**config.mk**
```make
export PLATFORM = sky130hd
export DESIGN_NAME = regfile_debug_loader_flat
export DESIGN_NICKNAME = d
export VERILOG_FILES = /design/src/rtl/regfile_debug_loader_if.sv /design/src/rtl/regfile_debug_loader.sv /design/src/flat_wrapper.sv
export SDC_FILE = /design/constraint.sdc
export NUM_CORES = 1
export LEC_CHECK = 0
export CAP_MARGIN = 0
export CORE_MARGIN = 2
export CORE_UTILIZATION = 40
export CTS_BUF_LIST = sky130_fd_sc_hd__clkbuf_16
export CTS_CLUSTER_SIZE = 14
export DETAILED_ROUTE_END_ITERATION = 7
export GPL_ROUTABILITY_DRIVEN = 0
export GPL_TIMING_DRIVEN = 1
export PLACE_DENSITY = 0.68
export SYNTH_ARGS = -nofsm -noshare
export SYNTH_HDL_FRONTEND = slang
export SYNTH_SLANG_ARGS = --single-unit
```
**constraint.sdc**
```tcl
create_clock -name clk -period 2.4 [get_ports clk]
set_clock_uncertainty 0.1 [all_clocks]
set_input_delay 0.36 -clock clk [delete_from_list [all_inputs] [get_ports clk]]
set_output_delay 0.36 -clock clk [all_outputs]
set_load 0.02 [all_outputs]
```
**src/rtl/regfile_debug_loader_if.sv**
```systemverilog
// Debug write/readback port between the switch loader and the regfile write-port mux,
// including the core stall handshake.
interface regfile_debug_loader_if;
   logic        stall_req;
   logic        stall_ack;
   logic        dbg_we;
   logic [4:0]  dbg_wa;
   logic [31:0] dbg_wd;
   logic [4:0]  dbg_ra;
   logic [31:0] dbg_rd;

   modport master (
      output stall_req, dbg_we, dbg_wa, dbg_wd, dbg_ra,
      input  stall_ack, dbg_rd
   );

   modport slave (
      input  stall_req, dbg_we, dbg_wa, dbg_wd, dbg_ra,
      output stall_ack, dbg_rd
   );
endinterface

```
**src/rtl/regfile_debug_loader.sv**
```systemverilog
// Switch-driven register file loader: shifts hex nibbles into a word, stalls the core, writes it.
// Define REGFILE_LOADER_READBACK_EN to add a VERIFY state that reads the register back and compares.
module regfile_debug_loader #(
   parameter int unsigned DEBOUNCE_CYCLES = 250000,
   parameter int unsigned ACK_TIMEOUT     = 1024
) (
   input  logic                          clk,
   input  logic                          reset,
   input  logic [3:0]                    sw_nibble,
   input  logic [4:0]                    sw_addr,
   input  logic                          key_load_n,
   input  logic                          key_commit_n,
   regfile_debug_loader_if.master        dbg,
   output logic [31:0]                   word,
   output logic [3:0]                    nib_cnt,
   output logic                          busy,
   output logic                          err
);

   localparam int unsigned DbW = (DEBOUNCE_CYCLES > 1) ? $clog2(DEBOUNCE_CYCLES) : 1;
   localparam int unsigned ToW = (ACK_TIMEOUT > 1) ? $clog2(ACK_TIMEOUT) : 1;
   localparam logic [DbW-1:0] DbMax = DbW'(DEBOUNCE_CYCLES - 1);
   localparam logic [ToW-1:0] ToMax = ToW'(ACK_TIMEOUT - 1);

   typedef enum logic [2:0] {StIdle, StReq, StWrite, StVerify, StRelease} state_e;

   // Bit 1 = commit key, bit 0 = load key; all active-low at the pins.
   logic [1:0]     keys;
   logic [1:0]     sync1_q, sync2_q, stable_q, press_q;
   logic [DbW-1:0] db_cnt_q [2];

   state_e         state_q, state_d;
   logic [4:0]     addr_q, addr_d;
   logic [ToW-1:0] to_cnt_q, to_cnt_d;
   logic [31:0]    word_q, word_d;
   logic [3:0]     nib_q, nib_d;
   logic           err_q, err_d;
   logic           abort_q, abort_d;
   logic           commit_pls, load_pls;

   assign keys = {key_commit_n, key_load_n};

   always_ff @(posedge clk or negedge reset) begin
      if (!reset) begin
         sync1_q  <= 2'b11;
         sync2_q  <= 2'b11;
         stable_q <= 2'b11;
         press_q  <= 2'b00;
         for (int k = 0; k < 2; k++) db_cnt_q[k] <= '0;
      end else begin
         sync1_q <= keys;
         sync2_q <= sync1_q;
         press_q <= 2'b00;
         for (int k = 0; k < 2; k++) begin
            if (sync2_q[k] == stable_q[k]) begin
               db_cnt_q[k] <= '0;
            end else if (db_cnt_q[k] == DbMax) begin
               db_cnt_q[k] <= '0;
               stable_q[k] <= sync2_q[k];
               press_q[k]  <= ~sync2_q[k];
            end else begin
               db_cnt_q[k] <= db_cnt_q[k] + 1'b1;
            end
         end
      end
   end

   assign commit_pls = press_q[1];
   assign load_pls   = press_q[0] & ~press_q[1];

   always_ff @(posedge clk or negedge reset) begin
      if (!reset) begin
         state_q  <= StIdle;
         addr_q   <= '0;
         to_cnt_q <= '0;
         word_q   <= '0;
         nib_q    <= '0;
         err_q    <= 1'b0;
         abort_q  <= 1'b0;
      end else begin
         state_q  <= state_d;
         addr_q   <= addr_d;
         to_cnt_q <= to_cnt_d;
         word_q   <= word_d;
         nib_q    <= nib_d;
         err_q    <= err_d;
         abort_q  <= abort_d;
      end
   end

   always_comb begin
      state_d       = state_q;
      addr_d        = addr_q;
      to_cnt_d      = to_cnt_q;
      word_d        = word_q;
      nib_d         = nib_q;
      err_d         = err_q;
      abort_d       = abort_q;
      dbg.stall_req = 1'b0;
      dbg.dbg_we    = 1'b0;
      dbg.dbg_wa    = '0;
      dbg.dbg_wd    = '0;
      dbg.dbg_ra    = '0;
      unique case (state_q)
         StIdle: begin
            to_cnt_d = '0;
            abort_d  = 1'b0;
            if (commit_pls) begin
               addr_d = sw_addr;
               if (sw_addr >= 5'd2 && sw_addr <= 5'd25) state_d = StReq;
               else                                     err_d   = 1'b1;
            end else if (load_pls) begin
               word_d = {word_q[27:0], sw_nibble};
               if (nib_q != 4'd8) nib_d = nib_q + 4'd1;
            end
         end
         StReq: begin
            dbg.stall_req = 1'b1;
            if (dbg.stall_ack) begin
               state_d = StWrite;
            end else if (to_cnt_q == ToMax) begin
               err_d   = 1'b1;
               abort_d = 1'b1;
               state_d = StRelease;
            end else begin
               to_cnt_d = to_cnt_q + 1'b1;
            end
         end
         StWrite: begin
            dbg.stall_req = 1'b1;
            dbg.dbg_we    = 1'b1;
            dbg.dbg_wa    = addr_q;
            dbg.dbg_wd    = word_q;
            if (!dbg.stall_ack) err_d = 1'b1;
`ifdef REGFILE_LOADER_READBACK_EN
            state_d = StVerify;
`else
            state_d = StRelease;
`endif
         end
         StVerify: begin
`ifdef REGFILE_LOADER_READBACK_EN
            dbg.stall_req = 1'b1;
            dbg.dbg_ra    = addr_q;
            if (dbg.dbg_rd != word_q || !dbg.stall_ack) err_d = 1'b1;
`endif
            state_d = StRelease;
         end
         StRelease: begin
            // Hold here until the core has actually let go of the writeback port.
            if (!dbg.stall_ack) begin
               state_d = StIdle;
               if (!abort_q) begin
                  word_d = '0;
                  nib_d  = '0;
               end
            end
         end
         default: state_d = StIdle;
      endcase
   end

`ifndef REGFILE_LOADER_READBACK_EN
   logic unused_rd;
   assign unused_rd = ^dbg.dbg_rd;
`endif

   assign word    = word_q;
   assign nib_cnt = nib_q;
   assign busy    = (state_q != StIdle);
   assign err     = err_q;

endmodule

```
**src/flat_wrapper.sv**
```systemverilog
// flat-port wrapper written by rule: the top's interface ports become plain ports
module regfile_debug_loader_flat 
#(
   parameter int unsigned DEBOUNCE_CYCLES = 250000,
   parameter int unsigned ACK_TIMEOUT     = 1024
)
  (clk, reset, sw_nibble, sw_addr, key_load_n, key_commit_n, word, nib_cnt, busy, err, dbg_stall_req, dbg_dbg_we, dbg_dbg_wa, dbg_dbg_wd, dbg_dbg_ra, dbg_stall_ack, dbg_dbg_rd);
  regfile_debug_loader_if dbg_i ();
  input  logic clk;
  input  logic reset;
  input  logic [3:0] sw_nibble;
  input  logic [4:0] sw_addr;
  input  logic key_load_n;
  input  logic key_commit_n;
  output logic [31:0] word;
  output logic [3:0] nib_cnt;
  output logic busy;
  output logic err;
  output wire logic [$bits(dbg_i.stall_req)-1:0] dbg_stall_req;
  output wire logic [$bits(dbg_i.dbg_we)-1:0] dbg_dbg_we;
  output wire logic [$bits(dbg_i.dbg_wa)-1:0] dbg_dbg_wa;
  output wire logic [$bits(dbg_i.dbg_wd)-1:0] dbg_dbg_wd;
  output wire logic [$bits(dbg_i.dbg_ra)-1:0] dbg_dbg_ra;
  input wire logic [$bits(dbg_i.stall_ack)-1:0] dbg_stall_ack;
  input wire logic [$bits(dbg_i.dbg_rd)-1:0] dbg_dbg_rd;
  assign dbg_stall_req = dbg_i.stall_req;
  assign dbg_dbg_we = dbg_i.dbg_we;
  assign dbg_dbg_wa = dbg_i.dbg_wa;
  assign dbg_dbg_wd = dbg_i.dbg_wd;
  assign dbg_dbg_ra = dbg_i.dbg_ra;
  assign dbg_i.stall_ack = dbg_stall_ack;
  assign dbg_i.dbg_rd = dbg_dbg_rd;
  regfile_debug_loader #(.DEBOUNCE_CYCLES(DEBOUNCE_CYCLES), .ACK_TIMEOUT(ACK_TIMEOUT)) u_core (.clk(clk), .reset(reset), .sw_nibble(sw_nibble), .sw_addr(sw_addr), .key_load_n(key_load_n), .key_commit_n(key_commit_n), .dbg(dbg_i), .word(word), .nib_cnt(nib_cnt), .busy(busy), .err(err));
endmodule
```
==> impl_metrics.csv <==
group,metric,value,unit
logic_synthesis,synth_sequential_area_ratio,51.54,%
global_route,grt_start_max_net_pins,65,
clock_network,ctsLongestPathBuffers,2,
final_layout,layout-area-overhead-vs-synth,28.55,%
pwr,vdd_ir_drop_max,0.3758,mV
logic_synthesis,dominantRegCellSynth,"sky130_fd_sc_hd__dfrtp_1",
sta,tightest_slew,0.7807,ns
clock_network,postCtsSetupBuffers,0,
clock_network,cts_inserted_buffers,9,
critical_path,r2r_slack,0.20,ns
global_route,gr-max-usage-layer,"met2",
sta,timing.setup.tns,0,ns
die,fp.dieW,114.3,µm
final_layout,filler_cell_count,1060,
global_route,use_met3,3.653,%
logic_synthesis,edff_count_synth,0,
sta,final_setup_vio_count,0,
logic_synthesis,asyncSetResetFlopFracSynth,100.0,%
logic_synthesis,mean_post_synth_cell_area,9.419,µm²
final_layout,multi_input_area,0.002196,mm²
drt,routed_wl,10780,µm
pwr,power_density_normalized_to_cell_area,635.8,mW/mm²
global_route,first_global_vias,3684,
logic_synthesis,synth_seq_cells,100,
final_layout,finalNetCount,660,
sta,min_period_over_period,95.88,%
logic_synthesis,synth_top_cell_by_area,"sky130_fd_sc_hd__dfrtp_1",
drt,detail_route.wl_per_cell,14.16,µm
drt,drt_pre_antenna_iters,4,
drt,avgViaCountPerCell,5.288,
sta,max-slew-margin-rel,47.51,%
drt,drtAntennaViolNets,0,
die,core_footprint,0.01196,mm²
drt,first_iter_violations,190,
critical_path,crit_path_top_delay_cell,"sky130_fd_sc_hd__clkdlybuf4s50_1",
worst_hold_path,timing.hold.worst.start,"u_core.sync1_q[0]",
clock_network,clock_sinks,100,
critical_path,crit_path_max_incr_delay,0.56,ns
critical_path,critical_path_class,"reg2out",
logic_synthesis,yosys-top-cells-count,"sky130_fd_sc_hd__dfrtp_1 (94), sky130_fd_sc_hd__nand2_1 (92), sky130_fd_sc_hd__o21ai_0 (43)",
critical_path,critPathArrivalTime,1.84,ns
sta,hold_violations,0,
sta,fmax,434.6,MHz
worst_hold_path,hold_path.class,"reg2reg",
critical_path,critical_path_required,1.94,ns
logic_synthesis,post_synth_instance_area,0.004870,mm²
sta,period_minus_slack,2.301,ns
critical_path,critical_path.startpoint,"u_core.state_q[0]",
logic_synthesis,synth.area.top_cells,"sky130_fd_sc_hd__dfrtp_1 (48%), sky130_fd_sc_hd__nand2_1 (7.1%), sky130_fd_sc_hd__and2_1 (5.0%)",
drt,vias,4024,
clock_network,cts.htree.levels,3,
final_layout,antennaDiodeCount,0,
clock_network,insertion_delay,0.34,ns
drt,detail_route.drc_violations,0,
logic_synthesis,synthesis.instances,517,
status,result_of_the_run,"finished, final reports clean",
die,boundaryPins,128,
final_layout,drive_above_1_share,9.283,%
global_route,antenna_found_initial,0,
run,cap_viol_max_count,0,
logic_synthesis,synth.distinct_cells,50,
sta,whs,0.2570,ns
placement,place_hpwl,7666,µm
logic_synthesis,synthMostInstantiatedCell,"sky130_fd_sc_hd__dfrtp_1",
clock_network,cts.root.buffer_cell,"sky130_fd_sc_hd__clkbuf_16",
pwr,power.leakage,2.950,nW
die,die-area,0.01307,mm²
placement,io_buffers,90,
global_route,globalRouteOverflowTotal,0,
clock_network,cts.reportedPaths.clkPinSlew,0.07,ns
placement,detailed_place.area,0.005972,mm²
die,dieHeight,114.3,µm
logic_synthesis,synth.yosys.warnings,0,
critical_path,crit_fanout,7,
final_layout,layout.area.seq,0.002512,mm²
critical_path,worstPathCellList,"buf_4, nor3_2, inv_2, clkdlybuf4s50_1",
sta,timing_max_transition_violations_final,0,
global_route,first_pass_grt_wire_length,17980,µm
global_route,met2_usage,27.18,%
critical_path,nature_of_the_critical_path_endpoint,"output pin",
die,floorplan.initialDensity,40.71,%
critical_path,crit_path_start_kind,"flip-flop",
global_route,grt.total_usage,16.86,%
die,rows,40,
critical_path,critical_path.reg2reg.startpoint,"u_core.to_cnt_q[0]",
clock_network,tritoncts,"done",
sta,rsz0062_at_grt,"false",
global_route,groute.layer.met1.usage,23.50,%
final_layout,post-route-cell-area,0.006260,mm²
logic_synthesis,synth.top_cell.area_share,48.30,%
[stage by stage]
stage | power (mW) | std cells | worst slack, ns | utilization (%)
2_1_floorplan | 2.187 | 521 | 0.2945 | -
3_3_place_gp | 2.498 | 744 | 0.1625 | 49.93
3_5_place_dp | 2.521 | 744 | 0.1130 | 49.93
4_1_cts | 4.036 | 761 | 0.03186 | 52.31
5_1_grt | 4.164 | 761 | 0.02204 | 52.33
6_report | 3.980 | 761 | 0.09896 | 52.33
[repair_timing]
item	CTS	global route
cloned	0	0
gates resized for setup	41	1
setup endpoints to repair	39	1
hold endpoints to repair	36	0
hold buffers	1	0
[registers in the layout, summed over array words and instances (netlist names)]
name / flops
u_core.state_q: 3
u_core.addr_q: 5
u_core.db_cnt_q: 36
u_core.press_q: 2
u_core.sync1_q: 2
u_core.abort_q: 1
u_core.sync2_q: 2
u_core.word: 32
u_core.nib_cnt: 4
u_core.to_cnt_q: 10
u_core.err: 1
u_core.stable_q: 2
[layout make-up]
cell class                 count  share of cell area (%)
tap                          147                   2.938
timing repair buffer         106                   15.99
multi-input combinational    378                   35.08
clock buffer                   9                   3.598
sequential                   100                   40.14
inverter                      14                  0.8395
clock inverter                 7                   1.419
[worst max-delay path: cells and delay by family, from the launching register on]
| kind | cells | cell delay (ns) |
|---|---|---|
| AND/OR/NAND/NOR | 1 | 0.22 |
| buffers and inverters | 3 | 0.86 |
| flip-flops | 1 | 0.42 |
[per-layer routing]
layer	share of wire, %	vias to the layer above
met1	47	1941
met5	0	-
met2	47	120
met3	5.0	12
met4	1.1	0
li1	-	1951
[power by group]
| group | internal (mW) | switching (mW) |
|---|---|---|
| clock network | 0.832 | 0.664 |
| logic | 0.258 | 0.300 |
| registers | 1.80 | 0.124 |
[path summary, 6_finish.rpt]
path	end	cells after the start
worst max-delay path	busy	4
worst min-delay path	u_core.sync2_q[0]	0
worst max register to register	u_core.to_cnt_q[2]	6
worst min register to register	u_core.sync2_q[0]	0
max in group asynchronous	u_core.sync1_q[0]	3
min in group asynchronous	u_core.addr_q[0]	2
[cell families after synthesis]
family / synth area share [%]
AOI/OAI and AO/OA: 10.87
xor gates and xnor gates: 4.496
adders and majority gates: 1.285
buffers and inverters: 3.905
DFF: 51.54
muxes: 2.056
other: 0.07701
and+or+nand+nor: 25.77
[cells in the final DEF (no fill, tap or decap), types with 2 or more instances in the layout]
master and count:
sky130_fd_sc_hd__nand2_1 92, sky130_fd_sc_hd__dfrtp_1 92, sky130_fd_sc_hd__clkdlybuf4s50_1 50, sky130_fd_sc_hd__o21ai_0 43, sky130_fd_sc_hd__and2_1 39, sky130_fd_sc_hd__nor2_1 38, sky130_fd_sc_hd__dlygate4sd2_1 38, sky130_fd_sc_hd__or4_1 20
sky130_fd_sc_hd__nand3_1 17, sky130_fd_sc_hd__a21oi_1 17, sky130_fd_sc_hd__xnor2_1 15, sky130_fd_sc_hd__buf_4 14, sky130_fd_sc_hd__inv_1 13, sky130_fd_sc_hd__xor2_1 10, sky130_fd_sc_hd__clkbuf_16 9, sky130_fd_sc_hd__o31ai_1 8
sky130_fd_sc_hd__mux2_2 8, sky130_fd_sc_hd__nand4_1 7, sky130_fd_sc_hd__or3_1 7, sky130_fd_sc_hd__nor4_1 6, sky130_fd_sc_hd__dfstp_2 6, sky130_fd_sc_hd__nor3_1 5, sky130_fd_sc_hd__ha_1 5, sky130_fd_sc_hd__conb_1 5
sky130_fd_sc_hd__and3_1 4, sky130_fd_sc_hd__o211ai_1 4, sky130_fd_sc_hd__inv_6 4, sky130_fd_sc_hd__o41ai_2 2, sky130_fd_sc_hd__nor4b_1 2, sky130_fd_sc_hd__nand2b_1 2, sky130_fd_sc_hd__nor3b_1 2, sky130_fd_sc_hd__a31oi_1 2
sky130_fd_sc_hd__buf_12 2, sky130_fd_sc_hd__dfrtp_2 2
Note: power is estimated with default switching activity, not from simulation.
